**config.mk**
```make
export PLATFORM = sky130hd
export DESIGN_NAME = multicycle_control
export DESIGN_NICKNAME = d
export VERILOG_FILES = /design/src/rtl/riscv_pkg.sv /design/src/rtl/multicycle_control.sv
export SDC_FILE = /design/constraint.sdc
export NUM_CORES = 1
export LEC_CHECK = 0
export CORE_AREA = 5 5 47 49
export CTS_CLUSTER_DIAMETER = 120
export CTS_CLUSTER_SIZE = 14
export DETAILED_ROUTE_END_ITERATION = 8
export DIE_AREA = 0 0 52 54
export PLACE_DENSITY = 0.71
export SYNTH_ARGS = -nofsm -noshare
export SYNTH_HDL_FRONTEND = slang
export SYNTH_SLANG_ARGS = --single-unit
```
**constraint.sdc**
```tcl
create_clock -name clk -period 1.1 [get_ports clk]
set_input_delay 0.11 -clock clk [delete_from_list [all_inputs] [get_ports clk]]
set_output_delay 0.11 -clock clk [all_outputs]
set_load 0.1 [all_outputs]
```
**src/rtl/riscv_pkg.sv**
```systemverilog
// Shared encodings for the multicycle RISC-V datapath: opcodes, ALU-control
// codes, datapath select encodings and the main control FSM state enum.
package riscv_pkg;

    localparam logic [6:0] OP_LW    = 7'b0000011;
    localparam logic [6:0] OP_SW    = 7'b0100011;
    localparam logic [6:0] OP_RTYPE = 7'b0110011;
    localparam logic [6:0] OP_BEQ   = 7'b1100011;

    // Also consumed by the ALU control stage.
    localparam logic [1:0] ALUOP_ADD   = 2'b00;
    localparam logic [1:0] ALUOP_SUB   = 2'b01;
    localparam logic [1:0] ALUOP_FUNCT = 2'b10;

    localparam logic [1:0] RES_ALUOUT    = 2'b00;
    localparam logic [1:0] RES_DATA      = 2'b01;
    localparam logic [1:0] RES_ALURESULT = 2'b10;

    localparam logic [1:0] SRCA_PC    = 2'b00;
    localparam logic [1:0] SRCA_OLDPC = 2'b01;
    localparam logic [1:0] SRCA_REGA  = 2'b10;

    localparam logic [1:0] SRCB_REGB = 2'b00;
    localparam logic [1:0] SRCB_IMM  = 2'b01;
    localparam logic [1:0] SRCB_FOUR = 2'b10;

    typedef enum logic [3:0] {
        S_FETCH    = 4'd0,
        S_DECODE   = 4'd1,
        S_MEMADR   = 4'd2,
        S_MEMREAD  = 4'd3,
        S_MEMWB    = 4'd4,
        S_MEMWRITE = 4'd5,
        S_EXECR    = 4'd6,
        S_ALUWB    = 4'd7,
        S_BEQ      = 4'd8
    } state_t;

    function automatic logic is_supported(input logic [6:0] op);
        return (op == OP_LW) || (op == OP_SW) || (op == OP_RTYPE) || (op == OP_BEQ);
    endfunction

endpackage

```
**src/rtl/multicycle_control.sv**
```systemverilog
// Main control FSM of the multicycle RISC-V datapath: sequences lw, sw,
// R-type and beq through fetch/decode/execute/memory/write-back states.
module multicycle_control
    import riscv_pkg::*;
#(
    parameter bit WAIT_MEM = 1'b1
) (
    input  logic       clk,
    input  logic       reset,
    input  logic [6:0] opcode,
    input  logic       zero,
    input  logic       memReady,
    output logic       pcWrite,
    output logic       adrSrc,
    output logic       memRead,
    output logic       memWrite,
    output logic       irWrite,
    output logic       regWrite,
    output logic [1:0] resultSrc,
    output logic [1:0] aluSrcA,
    output logic [1:0] aluSrcB,
    output logic [1:0] aluOp,
    output logic       illegalInstr,
    output logic [3:0] state
);

    state_t r_state;
    state_t w_state_next;
    logic   r_illegal;
    logic   w_mem_ready;
    logic   w_decode_illegal;

    // Without memory handshaking every access is treated as single-cycle.
    assign w_mem_ready      = WAIT_MEM ? memReady : 1'b1;
    assign w_decode_illegal = (r_state == S_DECODE) && !is_supported(opcode);

    always_ff @(posedge clk) begin
        if (reset) begin
            r_state   <= S_FETCH;
            r_illegal <= 1'b0;
        end else begin
            r_state <= w_state_next;
            if (w_decode_illegal) begin
                r_illegal <= 1'b1;
            end
        end
    end

    always_comb begin
        w_state_next = S_FETCH;
        case (r_state)
            S_FETCH: begin
                w_state_next = w_mem_ready ? S_DECODE : S_FETCH;
            end
            S_DECODE: begin
                if ((opcode == OP_LW) || (opcode == OP_SW)) begin
                    w_state_next = S_MEMADR;
                end else if (opcode == OP_RTYPE) begin
                    w_state_next = S_EXECR;
                end else if (opcode == OP_BEQ) begin
                    w_state_next = S_BEQ;
                end else begin
                    w_state_next = S_FETCH;
                end
            end
            S_MEMADR: begin
                // IR is stable, so the opcode seen in DECODE is still valid here.
                if (opcode == OP_LW) begin
                    w_state_next = S_MEMREAD;
                end else if (opcode == OP_SW) begin
                    w_state_next = S_MEMWRITE;
                end else begin
                    w_state_next = S_FETCH;
                end
            end
            S_MEMREAD: begin
                w_state_next = w_mem_ready ? S_MEMWB : S_MEMREAD;
            end
            S_MEMWB: begin
                w_state_next = S_FETCH;
            end
            S_MEMWRITE: begin
                w_state_next = w_mem_ready ? S_FETCH : S_MEMWRITE;
            end
            S_EXECR: begin
                w_state_next = S_ALUWB;
            end
            S_ALUWB: begin
                w_state_next = S_FETCH;
            end
            S_BEQ: begin
                w_state_next = S_FETCH;
            end
            default: begin
                w_state_next = S_FETCH;
            end
        endcase
    end

    always_comb begin
        pcWrite   = 1'b0;
        adrSrc    = 1'b0;
        memRead   = 1'b0;
        memWrite  = 1'b0;
        irWrite   = 1'b0;
        regWrite  = 1'b0;
        resultSrc = RES_ALUOUT;
        aluSrcA   = SRCA_PC;
        aluSrcB   = SRCB_REGB;
        aluOp     = ALUOP_ADD;
        case (r_state)
            S_FETCH: begin
                memRead   = 1'b1;
                adrSrc    = 1'b0;
                aluSrcA   = SRCA_PC;
                aluSrcB   = SRCB_FOUR;
                aluOp     = ALUOP_ADD;
                resultSrc = RES_ALURESULT;
                irWrite   = w_mem_ready;
                pcWrite   = w_mem_ready;
            end
            S_DECODE: begin
                // Branch target PC+imm is parked in ALUOut for a possible beq.
                aluSrcA = SRCA_OLDPC;
                aluSrcB = SRCB_IMM;
                aluOp   = ALUOP_ADD;
            end
            S_MEMADR: begin
                aluSrcA = SRCA_REGA;
                aluSrcB = SRCB_IMM;
                aluOp   = ALUOP_ADD;
            end
            S_MEMREAD: begin
                adrSrc  = 1'b1;
                memRead = 1'b1;
            end
            S_MEMWB: begin
                resultSrc = RES_DATA;
                regWrite  = 1'b1;
            end
            S_MEMWRITE: begin
                adrSrc   = 1'b1;
                memWrite = 1'b1;
            end
            S_EXECR: begin
                aluSrcA = SRCA_REGA;
                aluSrcB = SRCB_REGB;
                aluOp   = ALUOP_FUNCT;
            end
            S_ALUWB: begin
                resultSrc = RES_ALUOUT;
                regWrite  = 1'b1;
            end
            S_BEQ: begin
                aluSrcA   = SRCA_REGA;
                aluSrcB   = SRCB_REGB;
                aluOp     = ALUOP_SUB;
                resultSrc = RES_ALUOUT;
                pcWrite   = zero;
            end
            default: begin
                pcWrite = 1'b0;
            end
        endcase

        // During reset nothing may be written; selects idle at their FETCH values.
        if (reset) begin
            pcWrite   = 1'b0;
            irWrite   = 1'b0;
            regWrite  = 1'b0;
            memRead   = 1'b0;
            memWrite  = 1'b0;
            adrSrc    = 1'b0;
            resultSrc = RES_ALURESULT;
            aluSrcA   = SRCA_PC;
            aluSrcB   = SRCB_FOUR;
            aluOp     = ALUOP_ADD;
        end
    end

    assign illegalInstr = r_illegal;
    assign state        = r_state;

endmodule
```
==> results by group, run 1 <==
Setup path
  • Nature of the critical path endpoint: primary output
  • Reg2reg path depth: 5
  • Slowest cell delay on critical path: approximately 0.44 ns
  • CP Launch Type: register
  • Worst EP required: ~0.99 ns
  • Max FO, Critical Path: 5
  • Setup crit start: state[2]
  • Critical path arrival: 1.38 ns
  • CP Buf/Inv Count: 1
  • Reg-to-reg endpoint: state[0]
  • Flop-to-flop setup slack: -0.21 ns
  • Cell breakdown of the critical path: or3_4 > a21oi_4 > buf_12
  • Crit path max-delay family: simple AND/OR/NAND/NOR gates
  • RR Startpoint: state[2]
  • Slowest CP cell: or3_4
  • CP Class: register to primary output

Worst hold path
  • Hold path start: reset
  • HP Class: input port to register
  • Hold EP: illegalInstr
  • Hold Path Stages: 3

Die
  • Die X: 52 um
  • Die Y: between 50 and 60 um
  • Row count: 16
  • Full die area: 2808 um^2
  • Num ports: 30
  • Core region area: approximately 1800 um^2
  • Initial Util: 30.49%

Clock network
  • CTS tree: built
  • Clk sink count: 5
  • Worst-Skew Late Latency: about 0.25 ns
  • H-tree lvl count: 1
  • TritonCTS Buffers: 3
  • CTS Buffer Depth: 2
  • Clock Pin Slew Worst Setup and Hold Paths: 0.04 ns
  • Root buf cell: clkbuf_4

Synthesis
  • Post-synthesis sequential area ratio: a little under a fifth
  • Synthesized area: 555.5 um^2
  • Synth unique cells: 30
  • Cells after Synth: between 60 and 70
  • Synth area leaders: dfxtp_1, nor2_1, buf_6, nand2b_4, nand4bb_4
  • Number of synthesized flops with an enable pin: 0
  • Syn Nets: 80
  • Yosys reg bits: 5
  • Average size of a mapped cell: about 8.1 um^2
  • Synth Flop Type: dfxtp_1
  • Yosys top cell area share: 18.02%
  • Async set-or-reset flop fraction in the synthesized netlist: 0%
  • Largest area contributor in the netlist: dfxtp_1
  • Yosys warnings: 0

Final layout
  • Filler instances: 97
  • Final Cell Area: ~1600 um^2
  • Register Area: 116.4 um^2
  • Antenna cells: 0
  • Area delta synth->final: 180.2%
  • Area of the multi-input gates: ~610 um^2
  • Fin nets: 137
  • Share of layout cells above drive strength 1: between 70% and 80%

Placed design
  • Port bufs: 29
  • GP Congestion: between 0.8 and 0.9
  • DP HPWL: around 1.6 mm
  • Placed Area: 1336 um^2

Global route
  • Vias in the first global route: around 780
  • Largest net degree at the start of global routing: 12
  • GRT Overall Usage: between 10% and 20%
  • Initial antenna violation count: 0
  • Total grt overflow: 0
  • First-pass GRT wire length: 3.519 mm

Timing
  • Setup TNS: -5.179 ns
  • Final worst slack: -0.3910 ns
  • Post-route clock period utilization: 135.5%
  • RSZ-0062 raised after global routing: yes
  • Worst rel slew slack: between 70% and 80%
  • Worst Clk Skew: 0.00009259 ns
  • Max Clk Rate: 670.7 MHz
  • Final min period: ~1.5 ns
  • Final setup viols: 21
  • Slew Limit Fails: 0
  • Fin. Hold Viols: 0
  • Tightest Pin Transition: a little over 0.3 ns

Power
  • Peak supply drop: between 0.4 and 0.5 mV
  • Leakage: 0.0006061 uW
  • Tot Pwr: approximately 970 uW
  • Pwr/cell area: slightly above 600 nW/um^2

Drt
  • Routed via count: just under 800
  • DR DRC count: 0
  • Wirelength per Cell: 15.80 um
  • Post-route ant nets: 0
  • First-pass DRT Iterations: 4
  • First-iteration detailed-routing DRC count: 17
  • Vias per std cell: ~5.1
  • Routed WL: between 2 and 2.5 mm

Job
  • Max Cap Violations: 0

Status
  • Failing checks: negative setup slack
  • Run status: finished, violations left
## Yosys cell counts, types with 2 or more instances
cell type / number
a21o_1: 2
mux2i_1: 2
buf_2: 2
nor3b_1: 2
nor2_1: 12
o21ai_0: 3
nor3_1: 4
buf_6: 3
a31oi_1: 2
nand2b_4: 2
a21oi_1: 4
dfxtp_1: 5
and3_1: 3
nand2_1: 5
nor2b_1: 2
inv_1: 2
## through the flow
| stage | utilization (%) | hold slack, ns | worst slack, ns | instances |
|---|---|---|---|---|
| final | 85.44 | 0.4043 | -0.3910 | 152 |
| after global routing | 85.44 | 0.4116 | -0.4221 | 152 |
| after CTS | 82.42 | 0.3777 | -0.3947 | 149 |
| after global placement | 73.35 | 0.5701 | -0.3750 | 139 |
| after floorplan | - | 0.2914 | -0.6185 | 69 |
| after detailed placement | 73.35 | 0.5772 | -0.3945 | 139 |
## layout make-up
class | count | area share, %
Sequential cell | 5 | 7.476
Multi-Input combinational cell | 56 | 38.99
Timing Repair Buffer | 58 | 49.04
Clock buffer | 4 | 1.688
Inverter | 2 | 0.6431
Tap cell | 27 | 2.170
## placed cells by master (no fill, tap or decap), drive strengths merged, types with 3 or more instances in the layout
cell type / n
a21oi: 4
and3: 3
buf: 48
clkbuf: 4
clkdlybuf4s50: 9
dfxtp: 5
nand2: 5
nor2: 12
nor3: 4
nor3b: 3
o21ai: 3
## sequential cells by signal, indices dropped and copies added (netlist names)
name	count
illegalInstr	1
state	4
## metal layers
metal	wire length, um	part of all wire, %	vias to the layer above	global-route usage (%)
li1	-	-	364	-
met1	961	40	372	17.32
met2	1243	52	37	32.43
met3	122	5.1	9	3.324
met4	74	3.1	0	10.48
met5	0	0	-	0
## worst min-delay path, stage by stage
cell           delay, ns
dlygate4sd2_1       0.25
buf_6               0.18
nor3_1              0.07
## kinds of logic (layout without fill, tap and decap cells)
family / after synthesis / after routing / synth area share, %
buffers and inverters: 8 / 64 / 10.13
AO/OA/AOI/OAI: 16 / 16 / 19.82
multiplexers: 2 / 2 / 3.604
adder cells (fa/ha/maj): 1 / 1 / 1.802
flip-flops: 5 / 5 / 18.02
XOR/XNOR: 1 / 1 / 1.577
AND/OR/NAND/NOR: 36 / 36 / 45.05
## where the power goes
| part | switching (uW) | internal, uW |
|---|---|---|
| clock network | 86.3 | 138 |
| logic | 314 | 231 |
| registers | 13.3 | 182 |
## worst max path at each step
stage,endpoint,slack (ns),cells after the start
after floorplan,resultSrc[0],-0.62,3
after global placement,aluSrcB[0],-0.38,4
after detailed placement,resultSrc[0],-0.39,6
after CTS,aluSrcB[0],-0.39,3
after global routing,aluSrcB[0],-0.42,3
final,aluSrcB[0],-0.39,3
## repair_timing
item	in CTS	in global routing
hold buffers	0	0
buffers inserted	6	4
endpoints found under the setup margin	19	23
pin swaps	7	9
resized for setup	23	8
Note: power is estimated with default switching activity, not from simulation.
==> run 2, diff against run 1 <==
--- a/config.mk
+++ b/config.mk
@@ -10,6 +10,7 @@
 export CTS_CLUSTER_SIZE = 14
 export DETAILED_ROUTE_END_ITERATION = 8
 export DIE_AREA = 0 0 52 54
+export GPL_ROUTABILITY_DRIVEN = 0
 export PLACE_DENSITY = 0.71
 export SYNTH_ARGS = -nofsm -noshare
 export SYNTH_HDL_FRONTEND = slang
==> results of run 2 <==
The final DEF is identical to that of run 1; final timing and power are the same.
==> run 3, diff against run 2 <==
--- a/config.mk
+++ b/config.mk
@@ -5,11 +5,11 @@
 export SDC_FILE = /design/constraint.sdc
 export NUM_CORES = 1
 export LEC_CHECK = 0
-export CORE_AREA = 5 5 47 49
+export CORE_AREA = 2 2 44 46
 export CTS_CLUSTER_DIAMETER = 120
 export CTS_CLUSTER_SIZE = 14
 export DETAILED_ROUTE_END_ITERATION = 8
-export DIE_AREA = 0 0 52 54
+export DIE_AREA = 0 0 46 48
 export GPL_ROUTABILITY_DRIVEN = 0
 export PLACE_DENSITY = 0.71
 export SYNTH_ARGS = -nofsm -noshare
==> results by group, run 3 <==
Clock network
  • Hold-fix buffers at CTS: 0
  • TritonCTS Buffers: 3
  • Clk sink count: 5
  • Root buf cell: clkbuf_4
  • CTS Buffer Depth: 2
  • Post-CTS sizing: 33
  • Setup bufs post-CTS: 13
  • H-tree lvl count: 1

Die
  • Initial Util: about a third
  • Num ports: 30
  • Die X: between 40 and 50 um
  • Die Y: between 40 and 50 um
  • Row count: 15

Placed design
  • DP HPWL: between 1.5 and 2 mm
  • DP Worst Slack: -0.3821 ns
  • Port bufs: 29

Synthesis
  • Synth area leaders: dfxtp_1, nor2_1, buf_6, nand2b_4, nand4bb_4
  • Async set-or-reset flop fraction in the synthesized netlist: 0%
  • Largest area contributor in the netlist: dfxtp_1
  • Synth unique cells: 30
  • Synth Flop Type: dfxtp_1
  • Cells after Synth: just under 70
  • Yosys warnings: 0
  • Number of synthesized flops with an enable pin: 0
  • Yosys reg bits: 5
  • Commonest cells post-synth: nor2_1, dfxtp_1, nand2_1
  • Post-synthesis sequential area ratio: roughly 18%
  • Synthesized area: about 560 um^2
  • Count leader, synth: nor2_1
  • Yosys top cell area share: a little under a fifth
  • Syn Nets: 80
  • Average size of a mapped cell: slightly above 8 um^2

Status
  • Tool error: [ERROR DPL-0033] detailed placement checks failed during check placement.
  • Stopping stage: clock tree synthesis (4_1_cts)
  • Run status: did not finish
-- run 3: cell counts after synthesis --
No cell type changed its count.
-- run 3: cell families after synthesis --
group | synth area share (%)
AOI/OAI and AO/OA | 19.82
xor gates and xnor gates | 1.577
adders and majority gates | 1.802
buffers and inverters | 10.13
DFF | 18.02
muxes | 3.604
and+or+nand+nor | 45.05
-- run 3: metrics by stage --
stage | TNS, ns | instances | util [%] | cell area (um^2)
after global placement | -5.038 | 128 | 77.19 | 1304
after floorplan | -6.700 | 69 | - | 728.2
after detailed placement | -5.436 | 128 | 77.19 | 1304
==> run 4, diff against run 3 <==
==> config.mk (replaced) <==
export PLATFORM = sky130hd
export DESIGN_NAME = multicycle_control
export DESIGN_NICKNAME = d
export VERILOG_FILES = /design/src/rtl/riscv_pkg.sv /design/src/rtl/multicycle_control.sv
export SDC_FILE = /design/constraint.sdc
export NUM_CORES = 1
export LEC_CHECK = 0
export CORE_AREA = 2 2 63 65
export DETAILED_ROUTE_END_ITERATION = 8
export DIE_AREA = 0 0 65 67
export GPL_ROUTABILITY_DRIVEN = 0
export PLACE_DENSITY_LB_ADDON = 0.15
export SYNTH_ARGS = -nofsm -noshare
export SYNTH_HDL_FRONTEND = slang
export SYNTH_SLANG_ARGS = --single-unit
==> constraint.sdc (replaced) <==
create_clock -name clk -period 1.43 [get_ports clk]
set_input_delay 0.143 -clock clk [delete_from_list [all_inputs] [get_ports clk]]
set_output_delay 0.143 -clock clk [all_outputs]
set_load 0.1 [all_outputs]
==> results by group, run 4 (synthesis results as in run 1) <==
Placed design
  • Port bufs: 29
  • DP HPWL: roughly 1.4 mm

Timing
  • Final setup viols: 7
  • Tightest Pin Transition: 0.2737 ns
  • Worst rel slew slack: between 80% and 90%
  • Worst Clk Skew: 0.002305 ns
  • Max Clk Rate: roughly 650 MHz
  • Final worst slack: -0.1057 ns
  • Final min period: ~1.5 ns
  • Post-route clock period utilization: 107.4%
  • RSZ-0062 raised after global routing: yes
  • Slew Limit Fails: 0
  • Fin. Hold Viols: 0

Power
  • Clock power frac: about a third
  • Sw power: ~310 uW
  • Sw frac: around two fifths
  • Internal power: between 400 and 500 uW
  • Combinational Power Share: a little under half
  • Pwr/cell area: ~550 nW/um^2
  • Tot Pwr: between 700 and 800 uW
  • Flop pwr share: approximately a fifth
  • Leakage: ~0.00057 uW
  • Peak supply drop: approximately 0.27 mV

Clock network
  • TritonCTS Buffers: 3
  • H-tree lvl count: 1
  • Root buf cell: clkbuf_8
  • CTS Buffer Depth: 2
  • Worst-Skew Late Latency: between 0.2 and 0.25 ns
  • CTS tree: built
  • Clk sink count: 5
  • Clock Pin Slew Worst Setup and Hold Paths: ~0.040 ns

Die
  • Core region area: between 3000 and 4000 um^2
  • Die Y: about 67 um
  • Row count: 22
  • Initial Util: between 15 and 20%
  • Die X: 65 um
  • Num ports: 30
  • Full die area: 4355 um^2

Final layout
  • Most common cell after layout, fill and taps aside: buf_12
  • Share of layout cells above drive strength 1: 68.33%
  • Max reg flops: 4
  • Fin util: between 40% and 50%
  • Commonest non-fill, non-tap cells in the layout: buf_12, buf_4, nor2_4, clkdlybuf4s50_1, dfxtp_4
  • Filler instances: between 300 and 400
  • Area delta synth->final: 162.4%
  • Fin nets: between 100 and 150
  • Antenna cells: 0

Global route
  • GRT Overall Usage: 10.38%
  • First-pass GRT wire length: around 3.4 mm
  • Initial antenna violation count: 0
  • Total grt overflow: 0
  • Largest net degree at the start of global routing: 13
  • Vias in the first global route: 720

Setup path
  • Flop-to-flop setup slack: between 0.1 and 0.15 ns
  • Nature of the critical path endpoint: primary output
  • Max FO, Critical Path: 5
  • Setup crit start: state[2]
  • CP Launch Type: register
  • RR Startpoint: state[0]
  • Critical path arrival: about 1.4 ns
  • CP Class: register to primary output
  • Worst EP required: approximately 1.3 ns

Drt
  • Wirelength per Cell: roughly 12 um
  • First-pass DRT Iterations: 4
  • Routed WL: about 2.0 mm
  • DR DRC count: 0
  • First-iteration detailed-routing DRC count: 13
  • Post-route ant nets: 0
  • Vias per std cell: around 4.2
  • Routed via count: about 710

Status
  • Run status: finished, violations left
  • Failing checks: negative setup slack

Job
  • Max Cap Violations: 0

Worst hold path
  • HP Class: input port to register
  • Hold path start: reset
run 4: repair_timing:
item	CTS	global route
hold buffers	0	0
gates resized for setup	3	8
pin swaps	2	6
setup endpoints to repair	11	13
setup buffers	12	6
run 4: through the flow:
| stage | hold slack, ns | TNS (ns) | setup WS [ns] | instance area (um^2) | instances |
|---|---|---|---|---|---|
| after floorplan | 0.3149 | -1.959 | -0.3216 | 708.2 | 69 |
| after CTS | 0.4249 | -0.4318 | -0.1204 | 1379 | 162 |
| after global routing | 0.4596 | -0.6677 | -0.1386 | 1458 | 168 |
| after detailed placement | 0.5970 | -0.6413 | -0.1333 | 1225 | 146 |
| after global placement | 0.5957 | -0.6573 | -0.1343 | 1225 | 146 |
| final | 0.4215 | -0.3958 | -0.1057 | 1458 | 168 |
run 4: critical path, stage by stage, from the launching register on:
cell and delay, ns:
dfxtp_4 0.35, or3_4 0.47, a21oi_4 0.16, buf_12 0.19
run 4: worst paths after layout:
kind | depth (start not counted) | to
setup / recovery | 3 | aluSrcB[0]
hold / removal | 3 | illegalInstr
setup reg to reg | 4 | state[1]
hold reg to reg | 2 | illegalInstr
run 4: final cells by class:
class | count | area [um^2] | area share, %
well taps | 48 | 60.06 | 4.120
repair buffers | 53 | 691.9 | 47.47
multi-input cells | 56 | 538.0 | 36.91
flip-flops and latches | 5 | 115.1 | 7.897
inverters | 2 | 7.507 | 0.5150
clock buffers | 4 | 45.04 | 3.090
run 4: power by group through the flow:
stage	Clock, uW	Combinational [uW]	Sequential [uW]
floorplan	0	199	184
global placement	0	353	158
detailed placement	0	353	158
CTS	271	368	155
global route	279	393	153
finish	270	376	153
run 4: routing by layer:
metal  global-route usage (%)  vias up  part of all wire (%)
met5                        0        -                     0
met4                    7.181        0                   2.5
met3                    1.689        4                   7.1
met2                    16.37       30                    49
met1                    12.85      325                    42
li1                         -      353                     -
